[config.mk]
export PLATFORM = sky130hd
export DESIGN_NAME = score_board
export DESIGN_NICKNAME = d
export VERILOG_FILES = /design/src/rtl/score_board_pkg.sv /design/src/rtl/sb_station.sv /design/src/rtl/score_board.sv
export SDC_FILE = /design/constraint.sdc
export NUM_CORES = 1
export LEC_CHECK = 0
export ABC_CLOCK_PERIOD_IN_PS = 5550
export CAP_MARGIN = 40
export CORE_MARGIN = 2
export CORE_UTILIZATION = 52
export DETAILED_ROUTE_END_ITERATION = 6
export PLACE_DENSITY = 0.81
export SYNTH_ARGS = -nofsm -noshare
export SYNTH_HDL_FRONTEND = slang
export SYNTH_HIERARCHICAL = 1
export SYNTH_SLANG_ARGS = --single-unit
export TNS_END_PERCENT = 50
[constraint.sdc]
create_clock -name clk -period 5.55 [get_ports clk]
set_input_delay 1.3875 -clock clk [delete_from_list [all_inputs] [get_ports clk]]
set_output_delay 1.3875 -clock clk [all_outputs]
set_load 0.01 [all_outputs]
[src/rtl/score_board_pkg.sv]
// Shared types and decode helpers for the scoreboard and the instruction buffer.
package score_board_pkg;

    localparam int unsigned OPT_SIZE   = 7;
    localparam int unsigned FUNCT_SIZE = 3;
    localparam int unsigned REG_SIZE   = 5;
    localparam int unsigned DATA_WIDTH = 32;
    localparam int unsigned NUM_REGS   = 1 << REG_SIZE;

    localparam logic [OPT_SIZE-1:0] OPC_LOAD   = 7'b0000011;
    localparam logic [OPT_SIZE-1:0] OPC_STORE  = 7'b0100011;
    localparam logic [OPT_SIZE-1:0] OPC_BRANCH = 7'b1100011;
    localparam logic [OPT_SIZE-1:0] OPC_OP     = 7'b0110011;
    localparam logic [OPT_SIZE-1:0] OPC_LUI    = 7'b0110111;
    localparam logic [OPT_SIZE-1:0] OPC_AUIPC  = 7'b0010111;
    localparam logic [OPT_SIZE-1:0] OPC_JAL    = 7'b1101111;
    localparam logic [OPT_SIZE-1:0] OPC_JALR   = 7'b1100111;
    localparam logic [OPT_SIZE-1:0] OPC_OPIMM  = 7'b0010011;

    typedef struct packed {
        logic [OPT_SIZE-1:0]   opt;
        logic [FUNCT_SIZE-1:0] funct;
        logic [REG_SIZE-1:0]   rs1;
        logic [REG_SIZE-1:0]   rs2;
        logic [REG_SIZE-1:0]   rd;
        logic [DATA_WIDTH-1:0] imm;
    } instr_t;

    typedef struct packed {
        logic uses_rs1;
        logic uses_rs2;
        logic writes_rd;
    } reg_use_t;

    function automatic logic is_ls_op(input logic [OPT_SIZE-1:0] opt);
        return (opt == OPC_LOAD) || (opt == OPC_STORE);
    endfunction

    // x0 is folded in here so a write to x0 never looks like a register write.
    function automatic reg_use_t decode_use(input logic [OPT_SIZE-1:0] opt,
                                            input logic [REG_SIZE-1:0] rd);
        reg_use_t u;
        u.uses_rs1  = (opt != OPC_LUI) && (opt != OPC_AUIPC) && (opt != OPC_JAL);
        u.uses_rs2  = (opt == OPC_BRANCH) || (opt == OPC_STORE) || (opt == OPC_OP);
        u.writes_rd = (opt != OPC_STORE) && (opt != OPC_BRANCH) && (rd != '0);
        return u;
    endfunction

endpackage

[src/rtl/sb_station.sv]
// Single-entry reservation holder: instruction fields plus decoded register usage.
module sb_station
    import score_board_pkg::*;
(
    input  logic     clk,
    input  logic     rst,
    input  logic     load,
    input  logic     clear,
    input  instr_t   ins_in,
    output logic     busy,
    output instr_t   ins,
    output reg_use_t use_q
);

    always_ff @(posedge clk or negedge rst) begin
        if (!rst) begin
            busy  <= 1'b0;
            ins   <= '0;
            use_q <= '0;
        end else if (clear) begin
            busy <= 1'b0;
        end else if (load) begin
            busy  <= 1'b1;
            ins   <= ins_in;
            use_q <= decode_use(ins_in.opt, ins_in.rd);
        end
    end

endmodule

[src/rtl/score_board.sv]
// In-order scoreboard: one ALU and one LS station, pending-write table, age-ordered dispatch.
module score_board
    import score_board_pkg::*;
(
    input  logic                  clk,
    input  logic                  rst,
    input  logic                  flush,
    input  logic                  ib_valid,
    input  logic [OPT_SIZE-1:0]   ib_opt,
    input  logic [FUNCT_SIZE-1:0] ib_funct,
    input  logic [REG_SIZE-1:0]   ib_rs1,
    input  logic [REG_SIZE-1:0]   ib_rs2,
    input  logic [REG_SIZE-1:0]   ib_rd,
    input  logic [DATA_WIDTH-1:0] ib_imm,
    output logic                  ib_vacant_ALU,
    output logic                  ib_vacant_LS,
    input  logic                  alu_ready,
    output logic                  alu_valid,
    output logic [OPT_SIZE-1:0]   alu_opt,
    output logic [FUNCT_SIZE-1:0] alu_funct,
    output logic [REG_SIZE-1:0]   alu_rs1,
    output logic [REG_SIZE-1:0]   alu_rs2,
    output logic [REG_SIZE-1:0]   alu_rd,
    output logic [DATA_WIDTH-1:0] alu_imm,
    input  logic                  ls_ready,
    output logic                  ls_valid,
    output logic [OPT_SIZE-1:0]   ls_opt,
    output logic [FUNCT_SIZE-1:0] ls_funct,
    output logic [REG_SIZE-1:0]   ls_rs1,
    output logic [REG_SIZE-1:0]   ls_rs2,
    output logic [REG_SIZE-1:0]   ls_rd,
    output logic [DATA_WIDTH-1:0] ls_imm,
    input  logic                  wb_valid,
    input  logic [REG_SIZE-1:0]   wb_rd,
    output logic [NUM_REGS-1:0]   pending
);

    instr_t               ib_ins;
    instr_t               alu_ins, ls_ins;
    reg_use_t             alu_use, ls_use;
    logic                 alu_busy, ls_busy;
    logic                 acc_alu, acc_ls;
    logic                 alu_busy_n, ls_busy_n;
    logic                 older_ls;
    logic                 older_ls_n;
    logic [NUM_REGS-1:0]  wb_mask;
    logic [NUM_REGS-1:0]  pend_eff;
    logic [NUM_REGS-1:0]  pending_n;

    function automatic logic regs_blocked(input logic [NUM_REGS-1:0] pend,
                                          input instr_t i, input reg_use_t u);
        return (u.uses_rs1 && (i.rs1 != '0) && pend[i.rs1]) ||
               (u.uses_rs2 && (i.rs2 != '0) && pend[i.rs2]) ||
               (u.writes_rd && pend[i.rd]);
    endfunction

    // RAW/WAW on the older's rd, or WAR where the younger overwrites an older source.
    function automatic logic order_conflict(input instr_t o, input reg_use_t ou,
                                            input instr_t y, input reg_use_t yu);
        logic raw_waw, war;
        raw_waw = ou.writes_rd && ((yu.uses_rs1 && (y.rs1 == o.rd)) ||
                                   (yu.uses_rs2 && (y.rs2 == o.rd)) ||
                                   (yu.writes_rd && (y.rd == o.rd)));
        war     = yu.writes_rd && ((ou.uses_rs1 && (o.rs1 == y.rd)) ||
                                   (ou.uses_rs2 && (o.rs2 == y.rd)));
        return raw_waw || war;
    endfunction

    assign ib_ins = '{opt: ib_opt, funct: ib_funct, rs1: ib_rs1, rs2: ib_rs2,
                      rd: ib_rd, imm: ib_imm};

    assign acc_alu = ib_valid && !flush && !is_ls_op(ib_opt) && !alu_busy;
    assign acc_ls  = ib_valid && !flush &&  is_ls_op(ib_opt) && !ls_busy;

    sb_station u_alu_station (
        .clk    (clk),
        .rst    (rst),
        .load   (acc_alu),
        .clear  (alu_valid || flush),
        .ins_in (ib_ins),
        .busy   (alu_busy),
        .ins    (alu_ins),
        .use_q  (alu_use)
    );

    sb_station u_ls_station (
        .clk    (clk),
        .rst    (rst),
        .load   (acc_ls),
        .clear  (ls_valid || flush),
        .ins_in (ib_ins),
        .busy   (ls_busy),
        .ins    (ls_ins),
        .use_q  (ls_use)
    );

    // A writeback in the same cycle counts as already cleared.
    always_comb begin
        wb_mask = '0;
        if (wb_valid && (wb_rd != '0)) begin
            wb_mask = NUM_REGS'(1) << wb_rd;
        end
        pend_eff = pending & ~wb_mask;
    end

    always_comb begin
        alu_valid = 1'b0;
        ls_valid  = 1'b0;
        if (!flush) begin
            alu_valid = alu_busy && alu_ready && !regs_blocked(pend_eff, alu_ins, alu_use) &&
                        !(ls_busy && older_ls && order_conflict(ls_ins, ls_use, alu_ins, alu_use));
            ls_valid  = ls_busy && ls_ready && !regs_blocked(pend_eff, ls_ins, ls_use) &&
                        !(alu_busy && !older_ls && order_conflict(alu_ins, alu_use, ls_ins, ls_use));
        end
    end

    // Age tracking: a lone station is older; a fresh accept next to a busy one is younger.
    always_comb begin
        alu_busy_n = acc_alu || (alu_busy && !(alu_valid || flush));
        ls_busy_n  = acc_ls  || (ls_busy  && !(ls_valid  || flush));
        older_ls_n = older_ls;
        if (ls_busy_n && !alu_busy_n) begin
            older_ls_n = 1'b1;
        end else if (alu_busy_n && !ls_busy_n) begin
            older_ls_n = 1'b0;
        end else if (alu_busy_n && ls_busy_n) begin
            if (acc_alu) begin
                older_ls_n = 1'b1;
            end else if (acc_ls) begin
                older_ls_n = 1'b0;
            end
        end else begin
            older_ls_n = 1'b0;
        end
    end

    // Clear on writeback first, then set dispatched destinations so a set wins.
    always_comb begin
        pending_n = pending & ~wb_mask;
        if (alu_valid && alu_use.writes_rd) begin
            pending_n[alu_ins.rd] = 1'b1;
        end
        if (ls_valid && ls_use.writes_rd) begin
            pending_n[ls_ins.rd] = 1'b1;
        end
    end

    always_ff @(posedge clk or negedge rst) begin
        if (!rst) begin
            pending  <= '0;
            older_ls <= 1'b0;
        end else begin
            pending  <= pending_n;
            older_ls <= older_ls_n;
        end
    end

    assign ib_vacant_ALU = !alu_busy;
    assign ib_vacant_LS  = !ls_busy;

    assign alu_opt   = alu_ins.opt;
    assign alu_funct = alu_ins.funct;
    assign alu_rs1   = alu_ins.rs1;
    assign alu_rs2   = alu_ins.rs2;
    assign alu_rd    = alu_ins.rd;
    assign alu_imm   = alu_ins.imm;

    assign ls_opt    = ls_ins.opt;
    assign ls_funct  = ls_ins.funct;
    assign ls_rs1    = ls_ins.rs1;
    assign ls_rs2    = ls_ins.rs2;
    assign ls_rd     = ls_ins.rd;
    assign ls_imm    = ls_ins.imm;

endmodule

* After elaboration in Yosys (flattened, before gate mapping)
Index checks and enable logic that the tools add are counted.
W data, S select, Z words.
** Storage, ports and cells
- Logic and storage cells :: 172
- Bits of input ports :: 69
- Flip-flop bits (word level) :: 155
** Operators by class
- Reduce and logical (&&, ||, !) cells :: 89
- $lt $le $gt $ge :: 8
- Bitwise operators :: 6
- Equality and inequality tests :: 16
- Shifts and indexed selects :: 1
- Muxes and demuxes :: 30
** Operators with widths (number)
- $mux W32 :: 3
- $or A32 B32 Y32 :: 2
- $logic_and A1 B1 Y1 :: 49
- $lt A5 B6 Y1 const B :: 6
- $and A32 B32 Y32 :: 1
- $not A32 Y32 :: 1
- $shl A1 B5 Y32 const A :: 1
- $bmux W1 S5 :: 6
- $eq A5 B5 Y1 :: 6
- $reduce_bool A5 Y1 :: 6
- $mux W1 :: 19
- $logic_or A1 B1 Y1 :: 17
- $eq A7 B6 Y1 const B :: 2
- $ne A7 B6 Y1 const B :: 2
- $ne A7 B7 Y1 const B :: 2
- $logic_not A1 Y1 :: 13
- $demux W1 S5 :: 2
- $ge A5 B1 Y1 const B :: 2
- $eq A7 B2 Y1 const B :: 1
- $eq A7 B7 Y1 const B :: 1
- $ne A7 B5 Y1 const B :: 1
- $ne A5 B5 Y1 const B :: 1
- $reduce_and A2 Y1 :: 2
- $reduce_bool A2 Y1 :: 2
- $not A1 Y1 :: 2

* Logic depth before layout (Yosys ltp)
Gate-level depths: netlist of the first run.
- Depth after elaboration :: 22
- Mapped depth :: 16

* Hierarchy
The synthesis of the first run kept the hierarchy.
** By module, submodules not included
- sb_station :: seq. area each 1526.5 sq um, cells each 142, times used 2, area each 2595.0 sq um
- score_board :: seq. area each 825.8 sq um, cells each 681, times used 1, area each 5096.1 sq um

* Worst setup path after synthesis of the first run
Ideal clock, no wire load.
- Path type :: input to output
- Start point :: in wb_rd[1]
- End point :: out ls_valid
- Data required time :: 4.163 ns
- Arrival time :: 3.474 ns
- Stages :: 10
- Buffers on the path :: 3
- Setup slack :: 0.689 ns
- Cells stage by stage :: buf_2 > nand4bb_1 > buf_2 > o21ai_1 > mux4_2 > a222oi_1 > nor4b_4 > buf_4 > nand2b_1 > nor2_1
** On the way
- Longest elaborated chain between the ends :: 14
** Ends and longest elaborated chain
- from (decl) :: line score_board.sv:34 : input logic [REG_SIZE-1:0] wb_rd,
- $reduce_bool A5 Y1 :: line score_board.sv:100 : if (wb_valid && (wb_rd != '0)) begin
- $logic_and A1 B1 Y1 :: line score_board.sv:100
- $mux W32 * :: line score_board.sv:100
- $not A32 Y32 * :: line score_board.sv:103 : pend_eff = pending & ~wb_mask;
- $and A32 B32 Y32 * :: line score_board.sv:103
- $bmux W1 S5 (on tied branches) :: line score_board.sv:52, score_board.sv:53
- $mux W1 (on tied branches) :: line score_board.sv:52, score_board.sv:53
- $logic_and A1 B1 Y1 (on tied branches) :: line score_board.sv:52, score_board.sv:53
- $logic_or A1 B1 Y1 :: line score_board.sv:52 : return (u.uses_rs1 && (i.rs1 != '0) && pend[i.rs1]) ||
- $logic_or A1 B1 Y1 * :: line score_board.sv:53 : (u.uses_rs2 && (i.rs2 != '0) && pend[i.rs2]) ||
- $logic_not A1 Y1 * :: line score_board.sv:112 : ls_valid = ls_busy && ls_ready && !regs_blocked(pend_eff, ls_ins, ls_use) &&
- $logic_and A1 B1 Y1 * (2 in series) :: line score_board.sv:112
- $mux W1 * :: line score_board.sv:109 : if (!flush) begin
- to (decl) :: line score_board.sv:26 : output logic ls_valid,
Every way passes the cells marked *; elsewhere a longest branch is shown, timed or not. The select of a mux whose other input is x is not followed.

* Worst setup path after layout of the first run
- Start point :: in wb_rd[4]
- End point :: out alu_valid
** On the way
- Longest elaborated chain between the ends :: 14
** Ends and longest elaborated chain
- $reduce_bool A5 Y1 :: line score_board.sv:100
- $logic_and A1 B1 Y1 :: line score_board.sv:100
- $mux W32 * :: line score_board.sv:100
- $not A32 Y32 * :: line score_board.sv:103
- $and A32 B32 Y32 * :: line score_board.sv:103
- $bmux W1 S5 (on tied branches) :: line score_board.sv:52, score_board.sv:53
- $mux W1 (on tied branches) :: line score_board.sv:52, score_board.sv:53
- $logic_and A1 B1 Y1 (on tied branches) :: line score_board.sv:52, score_board.sv:53
- $logic_or A1 B1 Y1 :: line score_board.sv:52
- $logic_or A1 B1 Y1 * :: line score_board.sv:53
- $logic_not A1 Y1 * :: line score_board.sv:110 : alu_valid = alu_busy && alu_ready && !regs_blocked(pend_eff, alu_ins, alu_use) &&
- $logic_and A1 B1 Y1 * (2 in series) :: line score_board.sv:110
- $mux W1 * :: line score_board.sv:109
- to (decl) :: line score_board.sv:18 : output logic alu_valid,
Marks and branches as above.

==> impl_metrics.py, run 1 <==
metrics = {
    "outcome": {
        "status": "complete, but fails checks",
        "violations": "DRC",
    },
    "synth": {
        "yosys.area_share.simple": 0.1606,
        "synth_fa_ha_area_frac": 0.002433,
        "synth_nets": 1036,
        "yosysWarnings": 6,
        "synthFlopType": "dfrtp_1",
        "synthCells": 965,
        "postSynth.asyncResetShare": 1.000,
        "syn_area_um2": 10290,
        "ys_types": 91,
        "synth_top_family_by_area": "multiplexers",
        "synth_edf_count": 0,
        "yosysSeqAreaShare": 0.3771,
        "yosys.area_share.xor_xnor": 0.02554,
        "ys_ff_latch": 155,
        "syn_avg_cell_area_um2": 10.66,
        "synth_compound_area_frac": 0.1761,
        "synthMuxAreaShare": 0.2011,
    },
    "sta": {
        "tightest_slew_ns": 0.8723,
        "layout_min_cycle_time_ns": 5.517,
        "maxSlewHeadroom": 0.4185,
        "clock_skew_ns": 0.01935,
        "fin_tns_setup_ns": 0,
        "fmax_ghz": 0.1813,
        "finalMaxSlewViolations": 0,
        "setup_viol": 0,
        "hold_violations": 0,
        "setup_slack_ns": 0.03323,
        "rsz0062_at_grt": "no",
        "min_period_over_period": 0.9940,
    },
    "floorplanning": {
        "rows": 51,
        "fp.dieH_um": 144.6,
        "start_util": 0.5285,
        "die_area_um2": 20920,
        "core_area_um2": 19460,
        "io_pins": 219,
        "die_w_um": 144.6,
    },
    "critical_path": {
        "worstPathMaxFanout": 11,
        "cp_slowest_stage_delay_ns": 0.40,
        "reg2regPathDepth": 16,
        "criticalPathCategory": "primary input to primary output",
        "crit_arrival_ns": 4.13,
        "reg2reg_to": "older_ls",
        "cpMaxStageDelayCell": "clkdlybuf4s50_1",
        "r2r-start": "u_ls_station/ins[37]",
        "rrSetupSlack_ns": 1.52,
        "crit_required_ns": 4.16,
        "cp_common_cell": "buf_4",
        "worst_setup_path_end_kind": "primary output",
        "startpoint_type": "primary input",
        "crit_chain": "clkdlybuf4s50_1 > buf_4 > nand4b_1 > buf_4 > o21ai_1 > buf_4 > mux2i_1 > a22oi_1 > nand4_1 > a211oi_4 > nand2_2 > nor2_2 > buf_2",
    },
    "final_layout": {
        "final_net_count": 1334,
        "final_common_cell": "clkdlybuf4s50_1",
        "area_growth_syn_to_layout_pct": 38.11,
        "num-fill-cells": 1382,
        "layout.cells.non_filler": 1542,
        "drive_gt1_frac": 0.2759,
        "finalInstanceArea_um2": 14210,
        "final_cell_mix": "clkdlybuf4s50_1, dfrtp_1, buf_4",
    },
    "clock_network": {
        "clkLatencyLatePin_ns": 0.44,
        "cts_hold_buf": 0,
        "tritoncts": "built",
        "cts_buffer_depth": 2,
        "cts_buffers": 17,
        "cts_htree_levels": 4,
        "cts_root_buffer": "clkbuf_16",
        "clk_pin_slew_ns": 0.07,
        "clock-sinks": 155,
    },
    "grt": {
        "grt_pass1_vias": 10060,
        "grt_usage": 0.4136,
        "grt_antenna_before_repair": 1,
        "globalRoute.totalOverflow": 0,
        "grt_max_degree": 95,
        "grt_pass1_wl_mm": 63.33,
    },
    "routing": {
        "drt_first_iter_violations": 1298,
        "firstDrtPassIters": 7,
        "ant_nets": 0,
        "drc": 9,
        "viasPerCell": 6.534,
        "via_count": 10080,
        "wl_per_cell_um": 27.74,
        "wl_mm": 42.78,
    },
    "place": {
        "postPlaceCellArea_um2": 13390,
        "place_ws_ns": -0.5112,
        "portBuffers": 218,
        "gp_congestion": 1.047,
        "dp_hpwl_mm": 31.33,
        "dp_cells": 1504,
    },
    "power_and_ir_drop": {
        "power.density_nw_per_um2": 300.1,
        "p_leak_uw": 0.005707,
        "peakVddDrop_v": 0.0002048,
    },
    "flow_run": {
        "drv_cap": 0,
    },
    "min_path": {
        "worstHoldStart": "u_ls_station/ins[49]",
        "min-delay-path-class": "register to register",
        "min_path_cells": 1,
        "min_to": "u_ls_station/ins[49]",
    },
}
logic make-up after synthesis:
group | count (synthesis)
buf+inv | 99
flops | 155
fa+ha+maj | 2
simple gates | 290
compound gates | 242
mux | 147
xor+xnor | 30
metal layers:
metal	vias up	part of all wire	track usage
met1	4923	0.39	0.5460
met4	0	0.051	0.2069
met5	-	0	0
li1	4260	-	-
met2	741	0.45	0.6343
met3	152	0.10	0.1033
state kept, by name, indices dropped and copies added, names as in the netlist:
signal,flops
u_ls_station/use_q,3
older_ls,1
u_ls_station/busy,1
u_alu_station/ins,57
u_alu_station/busy,1
pending,32
u_alu_station/use_q,3
u_ls_station/ins,57
critical path, delay by kind of cell:
| family | cells | cell delay (ns) |
|---|---|---|
| buffers and inverters | 5 | 1.19 |
| multiplexers | 1 | 0.09 |
| AO/OA/AOI/OAI | 3 | 0.78 |
| AND/OR/NAND/NOR | 4 | 0.69 |
metrics by stage:
stage	power, µW	hold WS [ns]	utilization
2_1_floorplan	2191	0.4892	-
3_3_place_gp	2973	0.4943	0.6881
3_5_place_dp	2997	0.4907	0.6881
4_1_cts	4218	0.5214	0.7268
5_1_grt	4396	0.5279	0.7298
6_report	4263	0.5168	0.7299
synth_stat cells, types with 15 or more instances:
cell type | n | area share
a21oi_1 | 15 | 0.0073
buf_2 | 27 | 0.013
clkbuf_1 | 33 | 0.012
dfrtp_1 | 155 | 0.38
mux2_2 | 17 | 0.019
mux2_4 | 110 | 0.16
mux2i_1 | 18 | 0.018
nand2_1 | 59 | 0.022
nand3_1 | 47 | 0.023
nand4_1 | 21 | 0.013
nor2_1 | 48 | 0.018
nor2b_1 | 18 | 0.011
o2111ai_1 | 37 | 0.032
o211ai_1 | 46 | 0.034
o21ai_0 | 21 | 0.010
o21ai_1 | 33 | 0.016
xnor2_1 | 26 | 0.022
final cells by class:
class,instances,area (µm²),area share
Clock inverter,15,192.7,0.01356
Tap cell,265,331.6,0.02334
Sequential cell,155,3879,0.2730
Antenna cell,1,2.502,0.0001761
Inverter,16,60.06,0.004228
Multi-Input combinational cell,711,5973,0.4205
Timing Repair Buffer,362,3342,0.2352
Clock buffer,17,425.4,0.02995
where the power goes:
group | switching, µW | internal, µW
sequential | 234 | 1280
clock | 585 | 615
combinational | 758 | 790
worst max path at each step:
stage	startpoint	endpoint	slack, ns
finish	wb_rd[4]	alu_valid	0.03
global route	wb_rd[4]	ls_valid	0.005
CTS	wb_rd[4]	ls_valid	-0.01
detailed placement	wb_valid	alu_valid	-0.51
global placement	wb_rd[1]	ls_valid	-0.55
floorplan	wb_rd[1]	ls_valid	0.69
repair_timing:
action,CTS,global route
setup endpoints to repair,2,2
gates resized for setup,38,13
pin swaps,4,3
buffers inserted,4,1
gates cloned,0,0
(Power assumes the default switching activity.)
==> inputs of run 2 (changes only) <==
Settings changed: CAP_MARGIN 40 to 10.
==> results of run 2 <==
Final layout, timing and power as in run 1 (identical DEF).
==> inputs of run 3 (changes only) <==
Settings changed: CAP_MARGIN 10 to 0.
==> results of run 3 <==
Final layout, timing and power as in run 1 (identical DEF).
